<file path="src/rtl/mmu_encoder_if.sv">
// Handshake bundle between a burst requester, the MMU encoder and the
// instruction consumer. The encoder sits on the slave side; the requester
// and the consumer together form the master side.
interface mmu_encoder_if;
    // Burst request channel
    logic       req_valid;
    logic       req_ready;
    logic       req_ld;
    logic [3:0] req_reg;
    logic [3:0] req_mem;
    logic [3:0] req_sel;
    logic [3:0] req_count;

    // Instruction output channel
    logic        instr_valid;
    logic        instr_ready;
    logic [31:0] instr;
    logic        instr_last;

    modport slave (
        input  req_valid, req_ld, req_reg, req_mem, req_sel, req_count,
        output req_ready,
        output instr_valid, instr, instr_last,
        input  instr_ready
    );

    modport master (
        output req_valid, req_ld, req_reg, req_mem, req_sel, req_count,
        input  req_ready,
        input  instr_valid, instr, instr_last,
        output instr_ready
    );
endinterface

</file>
<file path="src/rtl/mmu_encoder.sv">
// MMU instruction encoder: expands a load/store burst request into a stream
// of single 32-bit MMU instruction words, incrementing the register and
// memory-location addresses by one per word (modulo 16).
module mmu_encoder #(
    parameter logic [1:0] OPCODE = 2'b00
) (
    input  logic          clk,
    input  logic          rst,
    mmu_encoder_if.slave  bus,
    output logic          busy
);

    typedef enum logic {
        IDLE = 1'b0,
        EMIT = 1'b1
    } state_t;

    state_t      state_q, state_d;
    logic [31:0] instr_q, instr_d;
    logic        valid_q, valid_d;
    logic        ld_q,    ld_d;
    logic [3:0]  reg_q,   reg_d;
    logic [3:0]  mem_q,   mem_d;
    logic [3:0]  sel_q,   sel_d;
    logic [3:0]  rem_q,   rem_d;
    logic        req_ready;
    logic        accept;
    logic        advance;

    // Word layout: opcode | st | ld | reg | mem | sel | zero padding.
    // st is always the complement of ld, so exactly one of them is set.
    function automatic logic [31:0] encode(input logic       ld,
                                           input logic [3:0] r,
                                           input logic [3:0] m,
                                           input logic [3:0] s);
        return {OPCODE, ~ld, ld, r, m, s, 16'h0000};
    endfunction

    // Ready depends only on state and reset, never on the other handshakes.
    assign req_ready = (state_q == IDLE) && !rst;
    assign accept    = bus.req_valid && req_ready;
    assign advance   = valid_q && bus.instr_ready;

    assign bus.req_ready   = req_ready;
    assign bus.instr_valid = valid_q;
    assign bus.instr       = instr_q;
    assign bus.instr_last  = valid_q && (rem_q == 4'd0);
    assign busy            = (state_q == EMIT);

    // Next-state and next-word computation for the IDLE/EMIT sequencer.
    always_comb begin
        // NOTE: every _d gets a hold default first so no path leaves a
        // signal unassigned, which would otherwise infer a latch.
        state_d = state_q;
        instr_d = instr_q;
        valid_d = valid_q;
        ld_d    = ld_q;
        reg_d   = reg_q;
        mem_d   = mem_q;
        sel_d   = sel_q;
        rem_d   = rem_q;

        case (state_q)
            IDLE: begin
                if (accept) begin
                    state_d = EMIT;
                    valid_d = 1'b1;
                    ld_d    = bus.req_ld;
                    reg_d   = bus.req_reg;
                    mem_d   = bus.req_mem;
                    sel_d   = bus.req_sel;
                    rem_d   = bus.req_count;
                    instr_d = encode(bus.req_ld, bus.req_reg, bus.req_mem, bus.req_sel);
                end
            end
            EMIT: begin
                // Nothing moves until the consumer takes the current word.
                if (advance) begin
                    if (rem_q == 4'd0) begin
                        state_d = IDLE;
                        valid_d = 1'b0;
                        instr_d = 32'h0000_0000;
                    end else begin
                        reg_d   = reg_q + 4'd1;
                        mem_d   = mem_q + 4'd1;
                        rem_d   = rem_q - 4'd1;
                        instr_d = encode(ld_q, reg_q + 4'd1, mem_q + 4'd1, sel_q);
                    end
                end
            end
            default: begin
                state_d = IDLE;
                valid_d = 1'b0;
                instr_d = 32'h0000_0000;
            end
        endcase
    end

    // State register with synchronous reset; a reset mid-burst discards it.
    always_ff @(posedge clk) begin
        // NOTE: non-blocking assignments so every flop samples pre-edge values.
        if (rst) begin
            state_q <= IDLE;
            instr_q <= 32'h0000_0000;
            valid_q <= 1'b0;
            ld_q    <= 1'b0;
            reg_q   <= 4'd0;
            mem_q   <= 4'd0;
            sel_q   <= 4'd0;
            rem_q   <= 4'd0;
        end else begin
            state_q <= state_d;
            instr_q <= instr_d;
            valid_q <= valid_d;
            ld_q    <= ld_d;
            reg_q   <= reg_d;
            mem_q   <= mem_d;
            sel_q   <= sel_d;
            rem_q   <= rem_d;
        end
    end

endmodule
</file>
<file path="src/flat_wrapper.sv">
// flat-port wrapper written by rule: the top's interface ports become plain ports
module mmu_encoder_flat 
#(
    parameter logic [1:0] OPCODE = 2'b00
)
  (clk, rst, busy, bus_req_valid, bus_req_ld, bus_req_reg, bus_req_mem, bus_req_sel, bus_req_count, bus_req_ready, bus_instr_valid, bus_instr, bus_instr_last, bus_instr_ready);
  mmu_encoder_if bus_i ();
  input  logic clk;
  input  logic rst;
  output logic busy;
  input wire logic [$bits(bus_i.req_valid)-1:0] bus_req_valid;
  input wire logic [$bits(bus_i.req_ld)-1:0] bus_req_ld;
  input wire logic [$bits(bus_i.req_reg)-1:0] bus_req_reg;
  input wire logic [$bits(bus_i.req_mem)-1:0] bus_req_mem;
  input wire logic [$bits(bus_i.req_sel)-1:0] bus_req_sel;
  input wire logic [$bits(bus_i.req_count)-1:0] bus_req_count;
  output wire logic [$bits(bus_i.req_ready)-1:0] bus_req_ready;
  output wire logic [$bits(bus_i.instr_valid)-1:0] bus_instr_valid;
  output wire logic [$bits(bus_i.instr)-1:0] bus_instr;
  output wire logic [$bits(bus_i.instr_last)-1:0] bus_instr_last;
  input wire logic [$bits(bus_i.instr_ready)-1:0] bus_instr_ready;
  assign bus_i.req_valid = bus_req_valid;
  assign bus_i.req_ld = bus_req_ld;
  assign bus_i.req_reg = bus_req_reg;
  assign bus_i.req_mem = bus_req_mem;
  assign bus_i.req_sel = bus_req_sel;
  assign bus_i.req_count = bus_req_count;
  assign bus_req_ready = bus_i.req_ready;
  assign bus_instr_valid = bus_i.instr_valid;
  assign bus_instr = bus_i.instr;
  assign bus_instr_last = bus_i.instr_last;
  assign bus_i.instr_ready = bus_instr_ready;
  mmu_encoder #(.OPCODE(OPCODE)) u_core (.clk(clk), .rst(rst), .bus(bus_i), .busy(busy));
endmodule
</file>
<file path="config.mk">
export PLATFORM = sky130hd
export DESIGN_NAME = mmu_encoder_flat
export DESIGN_NICKNAME = d
export VERILOG_FILES = /design/src/rtl/mmu_encoder_if.sv /design/src/rtl/mmu_encoder.sv /design/src/flat_wrapper.sv
export SDC_FILE = /design/constraint.sdc
export NUM_CORES = 1
export LEC_CHECK = 0
export BUFFER_PORTS_ARGS = -buffer_cell sky130_fd_sc_hd__buf_2
export CAP_MARGIN = 30
export CORE_AREA = 2 2 65 67
export DETAILED_ROUTE_END_ITERATION = 16
export DIE_AREA = 0 0 67 69
export GPL_ROUTABILITY_DRIVEN = 0
export HOLD_SLACK_MARGIN = 0.1
export PLACE_DENSITY = 0.68
export SLEW_MARGIN = 30
export SYNTH_ARGS = -nofsm -noshare
export SYNTH_HDL_FRONTEND = slang
export SYNTH_SLANG_ARGS = --single-unit
</file>
<file path="constraint.sdc">
create_clock -name clk -period 4.7 [get_ports clk]
set_input_delay 0.94 -clock clk [delete_from_list [all_inputs] [get_ports clk]]
set_output_delay 0.94 -clock clk [all_outputs]
set_load 0.005 [all_outputs]
</file>
==> Word level (Yosys, flattened, before mapping) <==
Index checks and enable logic that the tools add are counted.
{ "op_classes": {"mul": 0, "bitwise_logic": 3, "n_eq_ne": 4, "n_shift": 0, "div": 0, "n_reduce_logical": 10, "add_sub_neg": 3, "n_mux": 24, "order_cmp": 0} }
{ "ops": {"columns": ["operator", "count"], "rows": [
  ["$mux 32", 2],
  ["$pmux 32 s2", 1],
  ["$mux 4", 9],
  ["$mux 30", 1],
  ["$pmux 4 s2", 3],
  ["$add 4x1->4 const B", 2],
  ["$mux 1", 6],
  ["$ne 2x2->1 const B", 3],
  ["$reduce_and 3->1", 2],
  ["$logic_and 1x1->1", 4],
  ["$logic_not 4->1", 1],
  ["$pmux 1 s2", 2],
  ["$reduce_and 2->1", 2],
  ["$sub 4x1->4 const B", 1],
  ["$not 1->1", 3],
  ["$ne 2x1->1 const B", 1],
  ["$logic_not 1->1", 1]
]} }
{ "totals": {"mem_bits_rw": 0, "memories": 0, "latchBits": 0, "register_bits": 51, "wordCells": 52, "romBits": 0} }

==> Logic depth before layout (Yosys ltp) <==
Gate-level depths: netlist of run 1.
{ "logic_depth": {"word_depth": 5, "ltp_mapped": 7} }

==> Worst setup path after synthesis of run 1 <==
No wires, ideal clock.
{ "synth_path": {"kind": "input port to output port", "startpoint": "input rst", "endpoint": "output bus_req_ready", "path_buffers": 2, "t_arrival_ps": 1432, "slack_ps": 2328, "stages": 3, "t_required_ps": 3760, "cell_sequence": "buf_4 > clkbuf_1 > nor2_1"} }
{ "synth_between": {"elab_chain_len": 2} }
{ "synth_lines": {"columns": ["element", "line", "text"], "rows": [
  ["start, declared", "flat_wrapper.sv:9", "input logic rst;"],
  ["$logic_not 1->1", "mmu_encoder.sv:40", "assign req_ready = (state_q == IDLE) && !rst;"],
  ["$logic_and 1x1->1", "mmu_encoder.sv:40", null],
  ["end, declared", "flat_wrapper.sv:17", "output wire logic [$bits(bus_i.req_ready)-1:0] bus_req_ready;"]
]} }
Every way passes these cells.

==> Worst setup path after layout of run 1 <==
Same ends and word-level chain as after synthesis.

==> results.json, run 1 <==
{
  "status": "complete, no violations",
  "power_frac_seq_pct": 47.0,
  "clk_pin_slew_ps": 60,
  "yosysUniqueCellTypes": 38,
  "path_class": "in -> out",
  "design_area_mm2": 0.001916,
  "start_util_pct": 43.89,
  "die_x_um": 67,
  "grt_max_degree": 38,
  "use_met2_pct": 26.62,
  "met3_usage_pct": 5.220,
  "crit_slowest_cell": "buf_2",
  "p_switching_uw": 185.1,
  "pin_count": 57,
  "switching_share_pct": 27.72,
  "grt_use_total_pct": 16.30,
  "clk_latency_ps": 290,
  "dpl_cell_area_mm2": 0.001814,
  "p_leak_uw": 0.0008458,
  "power_density_mw_per_mm2": 348.7,
  "synth_top_family_by_area": "simple AND/OR/NAND/NOR gates",
  "cp_slowest_stage_delay_ps": 550,
  "grt.busiest_layer": "met2",
  "die-area_mm2": 0.004623,
  "worst_pin_slew_ps": 874.5,
  "dp_slack_ps": 2051,
  "startpoint_type": "input pin",
  "yosys.cell_count.top_type": "nor2_1",
  "dp_hpwl_um": 2301,
  "grt_first_pass_wirelength_um": 5906,
  "dp_cells": 277,
  "netlist_instances": 203,
  "synth_seq_area_share_pct": 38.46,
  "ys_ff_latch": 33,
  "num_rows": 23,
  "cts_resized": 0,
  "ir_drop_uv": 213.6,
  "worstPathArrival_ps": 1710,
  "crit_path_end_kind": "output pin",
  "grt_setup_unrepaired": "no",
  "ant_nets": 0,
  "yosys_warnings": 0,
  "syn_area_per_cell_um2": 8.463,
  "crit_cells": 3,
  "area_delta_synth_final_pct": 11.51,
  "cts-buffers-inserted": 5,
  "portBuffers": 38,
  "drv_cap": 0,
  "required_ps": 3760,
  "num-fill-cells": 423,
  "syn_area_mm2": 0.001718,
  "grt-ovfl-total": 0,
  "synthFlopType": "dfxtp_1",
  "holdCritPathClass": "reg -> reg",
  "fin_crit_ps": 2648,
  "finalClockSkew_ps": 3.685,
  "cts_root_buffer": "clkbuf_8",
  "setup_viol": 0,
  "hold-path-cell-count": 2,
  "cp.buffers_inverters": 2,
  "multi_input_area_um2": 874.6,
  "final_cells": 285,
  "intPower_uw": 482.8,
  "drive_gt1_share_pct": 22.13,
  "synthSimpleGateAreaFrac_pct": 23.16,
  "cts.sinks": 33,
  "slew_violations": 0,
  "drc": 0,
  "core-area_mm2": 0.003914,
  "cts_buffer_depth": 2,
  "grt_pass1_vias": 1360,
  "path_delay_family": "buffers and inverters",
  "crit_path_frequent_cell": "buf_2",
  "drt_iter0_markers": 65,
  "p_comb_share_pct": 18.0,
  "synthTopCellsByCount": "nor2_1, dfxtp_1, buf_4, nor3_1, a21oi_1",
  "synth_top_area_share_pct": 38.46,
  "nets": 258,
  "r2r_slack_ps": 2730,
  "max_slew_margin_pct": 41.49,
  "synthXorXnorAreaFrac_pct": 2.549,
  "hold_violations": 0,
  "cp_cell_sequence": "buf_2, nor2_1, buf_2",
  "fmax_mhz": 377.7,
  "crit_fanout": 37,
  "synth_top_area_cell": "dfxtp_1",
  "muxShareOfSynthArea_pct": 2.331,
  "grt_util_met1_pct": 19.86,
  "synth-compound-area-share_pct": 16.75,
  "synth_edf_count": 0,
  "postCtsSetupBuffers": 0,
  "hold_buffers": 0,
  "async_reset_ff_share_pct": 0,
  "via_count": 1435,
  "synthAdderAreaFrac_pct": 2.185,
  "regArea_um2": 660.6,
  "drt_pass1_iterations": 4,
  "wl_per_cell_um": 12.11,
  "yosys-top-cells-area": "dfxtp_1, buf_4, nor2_1",
  "period_share_pct": 56.33,
  "reg2regPathDepth": 6,
  "die_h_um": 69,
  "routed_wl_um": 3452,
  "drt-vias-per-instance": 5.035,
  "antenna_found_initial": 0,
  "diodes": 0,
  "timing.final.ws_setup_ps": 2052,
  "htreeDepth": 2,
  "cts_tree": "built",
  "p_clk_share_pct": 35.0,
  "fin_tns_setup_ps": 0
}
layout by cell type (no fill, tap or decap), drive strengths merged, types with 2 or more instances in the layout:
| cell type | n |
|---|---|
| xnor2 | 3 |
| mux2i | 4 |
| a221oi | 7 |
| a211oi | 10 |
| dfxtp | 33 |
| nor3 | 17 |
| buf | 39 |
| a21oi | 10 |
| nand2b | 2 |
| nand2 | 8 |
| clkbuf | 7 |
| nor2b | 6 |
| o41ai | 2 |
| conb | 18 |
| inv | 5 |
| o21ai | 7 |
| nand3b | 3 |
| xor2 | 2 |
| nand3 | 3 |
| nor3b | 2 |
| nor2 | 35 |
| ha | 3 |
final cells by class:
| class | instances | area share, % |
|---|---|---|
| sequential | 33 | 34.49 |
| clock inverter | 1 | 0.2613 |
| tap | 50 | 3.266 |
| timing repair buffer | 39 | 10.32 |
| inverter | 5 | 0.9798 |
| multi-input combinational | 150 | 45.66 |
| clock buffer | 7 | 5.029 |
per-stage QoR:
stage / utilization, % / hold slack (ps) / power (µW)
after floorplan: - / 452.7 / 420.6
after global placement: 46.36 / 448.3 / 439.8
after detailed placement: 46.36 / 444.2 / 441.6
after CTS: 48.95 / 452.7 / 676.3
after global routing: 48.95 / 476.0 / 710.3
final: 48.95 / 451.7 / 667.9
layer usage:
| metal | wire [µm] | vias up |
|---|---|---|
| met1 | 1566 | 656 |
| met3 | 231 | 3 |
| met2 | 1620 | 49 |
| met4 | 34 | 0 |
| li1 | - | 727 |
| met5 | 0 | - |
power groups by stage:
stage | combinational, µW | clock [µW] | sequential, µW
final | 120 | 234 | 314
after global routing | 138 | 255 | 317
after CTS | 122 | 240 | 314
after detailed placement | 122 | 0 | 320
after global placement | 120 | 0 | 320
after floorplan | 101 | 0 | 320
worst register-to-register path, delay by kind of cell (launching register included):
family	cells	cell delay, ps
AOI/OAI and AO/OA	1	210
and+or+nand+nor	3	1040
DFF	1	350
buffers and inverters	1	70
adders and majority gates	1	240
registers in the layout, summed over array words and instances (netlist names):
name                    cells
u_core.ld_q                 1
u_core.bus.instr           14
u_core.sel_q                4
u_core.rem_q                4
u_core.bus.instr_valid      1
u_core.busy                 1
u_core.mem_q                4
u_core.reg_q                4
logic make-up (layout without fill, tap and decap cells):
logic type | after synthesis | count (layout)
AND/OR/NAND/NOR | 80 | 80
XOR/XNOR | 5 | 5
AO/OA/AOI/OAI | 40 | 40
flip-flops | 33 | 33
other | 1 | 18
multiplexers | 4 | 4
buffers and inverters | 37 | 52
adder cells (fa/ha/maj) | 3 | 3
final timing paths:
check	from	endpoint
setup / recovery	rst	bus_req_ready
hold / removal	u_core.bus.instr[24]$_SDFFE_PP0P_	u_core.bus.instr[24]$_SDFFE_PP0P_
setup reg to reg	u_core.rem_q[0]$_SDFFE_PP0P_	u_core.bus.instr[26]$_SDFFE_PP0P_
hold reg to reg	u_core.bus.instr[24]$_SDFFE_PP0P_	u_core.bus.instr[24]$_SDFFE_PP0P_
Note: power is estimated with default switching activity, not from simulation.
==> run 2: changes to the inputs <==
--- a/config.mk
+++ b/config.mk
@@ -12,7 +12,7 @@
 export DIE_AREA = 0 0 67 69
 export GPL_ROUTABILITY_DRIVEN = 0
 export HOLD_SLACK_MARGIN = 0.1
-export PLACE_DENSITY = 0.68
+export PLACE_DENSITY = 0.71
 export SLEW_MARGIN = 30
 export SYNTH_ARGS = -nofsm -noshare
 export SYNTH_HDL_FRONTEND = slang
==> constraint.sdc (replaced) <==
create_clock -name clk -period 2.3 [get_ports clk]
set_input_delay 0.46 -clock clk [delete_from_list [all_inputs] [get_ports clk]]
set_output_delay 0.46 -clock clk [all_outputs]
set_load 0.005 [all_outputs]
==> run 2 against run 1 <==
Via count grew 0.91%. Combinational power grew 110%. Die area is the same. Flip-flop and latch count is the same. First-iteration DRC count shrank 23%. Final area grew 1.2%. Routed wire length grew 4.8%. Count of clock-buffer cells in the layout is the same. Critical path depth grew 2. Clock skew grew 2.4 ps. Utilization grew 0.58 points. Worst setup slack lost 1700 ps. Highest routed layer unchanged.
==> results.json, run 2 (same netlist as run 1, synthesis figures left out) <==
{
  "cts_root_buffer": "clkbuf_8",
  "hold_buffers": 0,
  "area_delta_synth_final_pct": 12.82,
  "worst_pin_slew_ps": 818.7,
  "fin_crit_ps": 1979,
  "ir_drop_uv": 438.1,
  "hold_violations": 0,
  "holdCritPathClass": "in -> reg",
  "crit_fanout": 4,
  "die_x_um": 67,
  "postCtsSetupBuffers": 0,
  "whs_ps": 413.3,
  "max_slew_margin_pct": 45.22,
  "p_comb_share_pct": 18.1,
  "cts_buffer_depth": 2,
  "diodes": 0,
  "cts_resized": 0,
  "final_cell_mix": "buf_2, nor2_1, dfxtp_1, conb_1, nor3_1",
  "design_area_mm2": 0.001938,
  "hold-path-cell-count": 2,
  "finalClockSkew_ps": 6.067,
  "worstPathArrival_ps": 1520,
  "die-area_mm2": 0.004623,
  "clk_latency_ps": 280,
  "grt_setup_unrepaired": "no",
  "routed_wl_um": 3616,
  "dpl_cell_area_mm2": 0.001837,
  "grt_use_total_pct": 17.17,
  "wl_per_cell_um": 12.56,
  "cts_tree": "built",
  "p_switching_uw": 383.5,
  "reg2regPathDepth": 6,
  "fin_tns_setup_ps": 0,
  "slew_violations": 0,
  "drive_gt1_share_pct": 23.11,
  "status": "complete, no violations",
  "cts-buffers-inserted": 5,
  "drt-met1-wl_um": 1745,
  "crit_path_end_kind": "output pin",
  "nets": 261,
  "timing.final.ws_setup_ps": 321.1,
  "drv_cap": 0,
  "htreeDepth": 2,
  "required_ps": 1840,
  "maxUsedRoutingLayer": "met4",
  "cts.sinks": 33,
  "intPower_uw": 990.9,
  "antenna_found_initial": 0,
  "p_clk_share_pct": 34.9,
  "dp_slack_ps": 383.4,
  "drt_iter0_markers": 50,
  "ant_nets": 0,
  "grt_first_pass_wirelength_um": 6113,
  "drt_pass1_iterations": 4,
  "grt_max_degree": 26,
  "path_class": "reg -> out",
  "dp_hpwl_um": 2521,
  "via_count": 1448,
  "fmax_mhz": 505.3,
  "num_rows": 23,
  "power_density_mw_per_mm2": 709.2,
  "period_share_pct": 86.04,
  "largest_reg_flops": 14,
  "route.met3.wl_um": 222,
  "grt_pass1_vias": 1302,
  "clk_pin_slew_ps": 60,
  "switching_share_pct": 27.90,
  "power_frac_seq_pct": 47.0,
  "start_util_pct": 43.89,
  "pin_count": 57,
  "startpoint_type": "flop",
  "grt-ovfl-total": 0,
  "total_power_uw": 1374,
  "setup_viol": 0,
  "drt-vias-per-instance": 5.028,
  "layout_commonest_cell": "buf_2",
  "portBuffers": 38,
  "core-area_mm2": 0.003914,
  "drc": 0,
  "wl_met2_um": 1562,
  "die_h_um": 69,
  "p_leak_uw": 0.0008602
}
==> run 2: power groups by stage <==
stage          Combinational [µW]  Sequential, µW  Clock [µW]
3_5_place_dp                  249             658           0
4_1_cts                       250             645         493
5_1_grt                       284             652         520
3_3_place_gp                  248             657           0
6_report                      249             645         480
2_1_floorplan                 206             653           0
==> run 2: per-layer routing <==
| layer | global-route usage (%) | up-vias |
|---|---|---|
| li1 | - | 736 |
| met1 | 22.88 | 668 |
| met2 | 24.42 | 36 |
| met3 | 6.362 | 8 |
| met4 | 7.710 | 0 |
| met5 | 0 | - |
==> run 2: path summary, 6_finish.rpt <==
path                                      from                                end  slack [ps]
min                            bus_instr_ready             u_core.busy$_SDFF_PP0_         410
max               u_core.rem_q[0]$_SDFFE_PP0P_                     bus_instr_last         320
min reg2reg  u_core.bus.instr[20]$_SDFFE_PP0P_  u_core.bus.instr[20]$_SDFFE_PP0P_         450
max reg2reg       u_core.rem_q[0]$_SDFFE_PP0P_  u_core.bus.instr[16]$_SDFFE_PP0P_         370
==> run 2: stage by stage <==
stage / cells / util (%)
after global routing: 288 / 49.52
final: 288 / 49.52
after floorplan: 220 / -
after CTS: 288 / 49.52
after detailed placement: 280 / 46.93
after global placement: 280 / 46.93
==> run 2: layout make-up <==
type,instances,area (µm²)
clock buffer,7,96.34
clock inverter,1,5.005
fill,415,1976
inverter,5,18.77
multi-input combinational,150,874.6
sequential,33,660.6
tap,50,62.56
timing repair buffer,42,220.2
==> run 2: worst max-delay path: stages, from the launching register on <==
cell	delay (ps)
dfxtp_1	320
inv_1	70
ha_1	200
nor3b_1	310
and2_1	210
buf_2	120
==> run 3: changes to the inputs <==
--- a/config.mk
+++ b/config.mk
@@ -5,6 +5,7 @@
 export SDC_FILE = /design/constraint.sdc
 export NUM_CORES = 1
 export LEC_CHECK = 0
+export ABC_AREA = 1
 export BUFFER_PORTS_ARGS = -buffer_cell sky130_fd_sc_hd__buf_2
 export CAP_MARGIN = 30
 export CORE_AREA = 2 2 65 67
==> run 3 against run 2 <==
Utilization shrank 0.35 points. Critical path type unchanged. Worst setup slack gained 180 ps. Largest cell class unchanged. Global-route usage shrank 1.7 points. Critical endpoint unchanged.
==> results.json, run 3 <==
{
  "status": "complete, no violations",
  "required_ps": 1840,
  "p_leak_uw": 0.0009142,
  "fin_tns_setup_ps": 0,
  "design_area_mm2": 0.001924,
  "min_to": "u_core.sel_q[3]$_SDFFE_PP0P_",
  "power_density_mw_per_mm2": 748.1,
  "synth_seq_area_share_pct": 38.68,
  "r2r_slack_ps": 620,
  "finalClockSkew_ps": 5.073,
  "antenna_found_initial": 0,
  "cp_cell_sequence": "inv_1, ha_1, nand2_1, nor2_1, buf_2",
  "largest_reg_flops": 14,
  "yosys.cell_count.top_type": "nand2_1",
  "layout_commonest_cell": "nand2_1",
  "path_class": "reg -> out",
  "synth_top_area_cell": "dfxtp_1",
  "syn_area_per_cell_um2": 7.458,
  "crit_fanout": 5,
  "synthTopCellsByCount": "nand2_1, dfxtp_1, a21oi_1, buf_4, nor2_1",
  "r2r-end": "u_core.bus.instr[17]$_SDFFE_PP0P_",
  "grt_max_degree": 28,
  "clk_pin_slew_ps": 70,
  "netlist_instances": 229,
  "drt_iter0_markers": 87,
  "yosys-top-cells-area": "dfxtp_1, nand2_1, buf_4",
  "hold_buffers": 0,
  "r2r-start": "u_core.busy$_SDFF_PP0_",
  "max_slew_margin_pct": 63.91,
  "fin_crit_ps": 1800,
  "async_reset_ff_share_pct": 0,
  "startpoint_type": "flop",
  "worstPathArrival_ps": 1340,
  "cts.sinks": 33,
  "drive_gt1_share_pct": 22.64,
  "drt_pass1_iterations": 4,
  "via_count": 1473,
  "cts_root_buffer": "clkbuf_8",
  "synthFlopType": "dfxtp_1",
  "dp_hpwl_um": 2376,
  "grt-ovfl-total": 0,
  "cts_resized": 0,
  "postCtsSetupBuffers": 0,
  "clk_latency_ps": 290,
  "hold_violations": 0,
  "drt-vias-per-instance": 4.676,
  "portBuffers": 38,
  "ir_drop_uv": 506.4,
  "ant_nets": 0,
  "period_share_pct": 78.25,
  "wl_per_cell_um": 10.81,
  "final_cell_mix": "nand2_1, buf_2, dfxtp_1, a21oi_1",
  "ys_ff_latch": 33,
  "drc": 0,
  "yosysUniqueCellTypes": 24,
  "synth_top_area_share_pct": 38.68,
  "worst_pin_slew_ps": 540.6,
  "area_delta_synth_final_pct": 12.67,
  "routed_wl_um": 3405,
  "dpl_cell_area_mm2": 0.001823,
  "cts-buffers-inserted": 5,
  "setup_viol": 0,
  "drv_cap": 0,
  "hold-path-cell-count": 3,
  "hp-start": "bus_req_sel[3]",
  "die_h_um": 69,
  "reg2regPathDepth": 4,
  "slew_violations": 0,
  "die-area_mm2": 0.004623,
  "die_x_um": 67,
  "cts_tree": "built",
  "grt_pass1_vias": 1224,
  "htreeDepth": 2,
  "grt_use_total_pct": 15.43,
  "cts_buffer_depth": 2,
  "crit_slowest_cell": "dfxtp_1",
  "start_util_pct": 43.64,
  "syn_area_mm2": 0.001708,
  "diodes": 0,
  "nets": 288,
  "num_rows": 23,
  "cp_slowest_stage_delay_ps": 310,
  "synth_edf_count": 0,
  "grt_setup_unrepaired": "no",
  "grt_first_pass_wirelength_um": 5513,
  "pin_count": 57,
  "crit_path_end_kind": "output pin",
  "core-area_mm2": 0.003914,
  "fmax_mhz": 555.7,
  "yosys_warnings": 0,
  "holdCritPathClass": "in -> reg",
  "fin_util_pct": 49.17
}
==> run 3: worst max-delay path, delay by kind of cell, from the launching register on <==
family        cells  cell delay [ps]
simple gates      2              240
flops             1              310
fa+ha+maj         1              290
buf+inv           2              220
==> run 3: worst max path at each step <==
stage | startpoint | end | slack, ps
global placement | rst | u_core.bus.instr[26]$_SDFFE_PP0P_ | 570
floorplan | rst | u_core.reg_q[3]$_SDFFE_PP0P_ | 920
CTS | u_core.rem_q[0]$_SDFFE_PP0P_ | bus_instr_last | 480
global route | u_core.rem_q[0]$_SDFFE_PP0P_ | bus_instr_last | 360
finish | u_core.rem_q[0]$_SDFFE_PP0P_ | bus_instr_last | 500
detailed placement | rst | u_core.bus.instr[26]$_SDFFE_PP0P_ | 570
==> run 3: logic make-up (layout without fill, tap and decap cells) <==
family | Yosys count | in the layout | share of synthesized area, %
and+or+nand+nor | 90 | 90 | 23.52
AOI/OAI and AO/OA | 56 | 56 | 17.66
buffers and inverters | 40 | 59 | 14.65
DFF | 33 | 33 | 38.68
xor gates and xnor gates | 6 | 6 | 3.077
adders and majority gates | 3 | 3 | 2.198
other | 1 | 18 | 0.2196
==> run 3: where the power goes <==
group,internal (µW),switching [µW],leakage (µW)
clock network,270,213,0.0000542
registers,625,43.1,0.000271
logic,110,178,0.000589
total,1010,434,0.000914
==> run 3: cell type report <==
| cell class | count | area (µm²) |
|---|---|---|
| fillers | 403 | 1989 |
| multi-input cells | 173 | 860.8 |
| flip-flops and latches | 33 | 660.6 |
| repair buffers | 38 | 190.2 |
| clock buffers | 7 | 96.34 |
| well taps | 50 | 62.56 |
| inverters | 13 | 48.80 |
| clock inverters | 1 | 5.005 |
==> run 3: metal layers <==
layer / share of wire [%] / vias up / wire (µm) / track usage (%)
li1: - / 778 / - / -
met1: 48 / 646 / 1623 / 20.45
met2: 44 / 44 / 1484 / 22.55
met3: 7.0 / 5 / 239 / 5.546
met4: 1.7 / 0 / 58 / 6.122
met5: 0 / - / 0 / 0
==> run 3: through the flow <==
stage / cells / hold slack (ps) / power, µW / worst slack (ps)
global route: 315 / 388.6 / 1528 / 361.3
detailed placement: 307 / 456.1 / 970.2 / 565.5
floorplan: 246 / 442.3 / 915.5 / 924.9
finish: 315 / 389.9 / 1440 / 500.4
CTS: 315 / 376.7 / 1457 / 483.4
global placement: 307 / 452.3 / 964.9 / 573.8
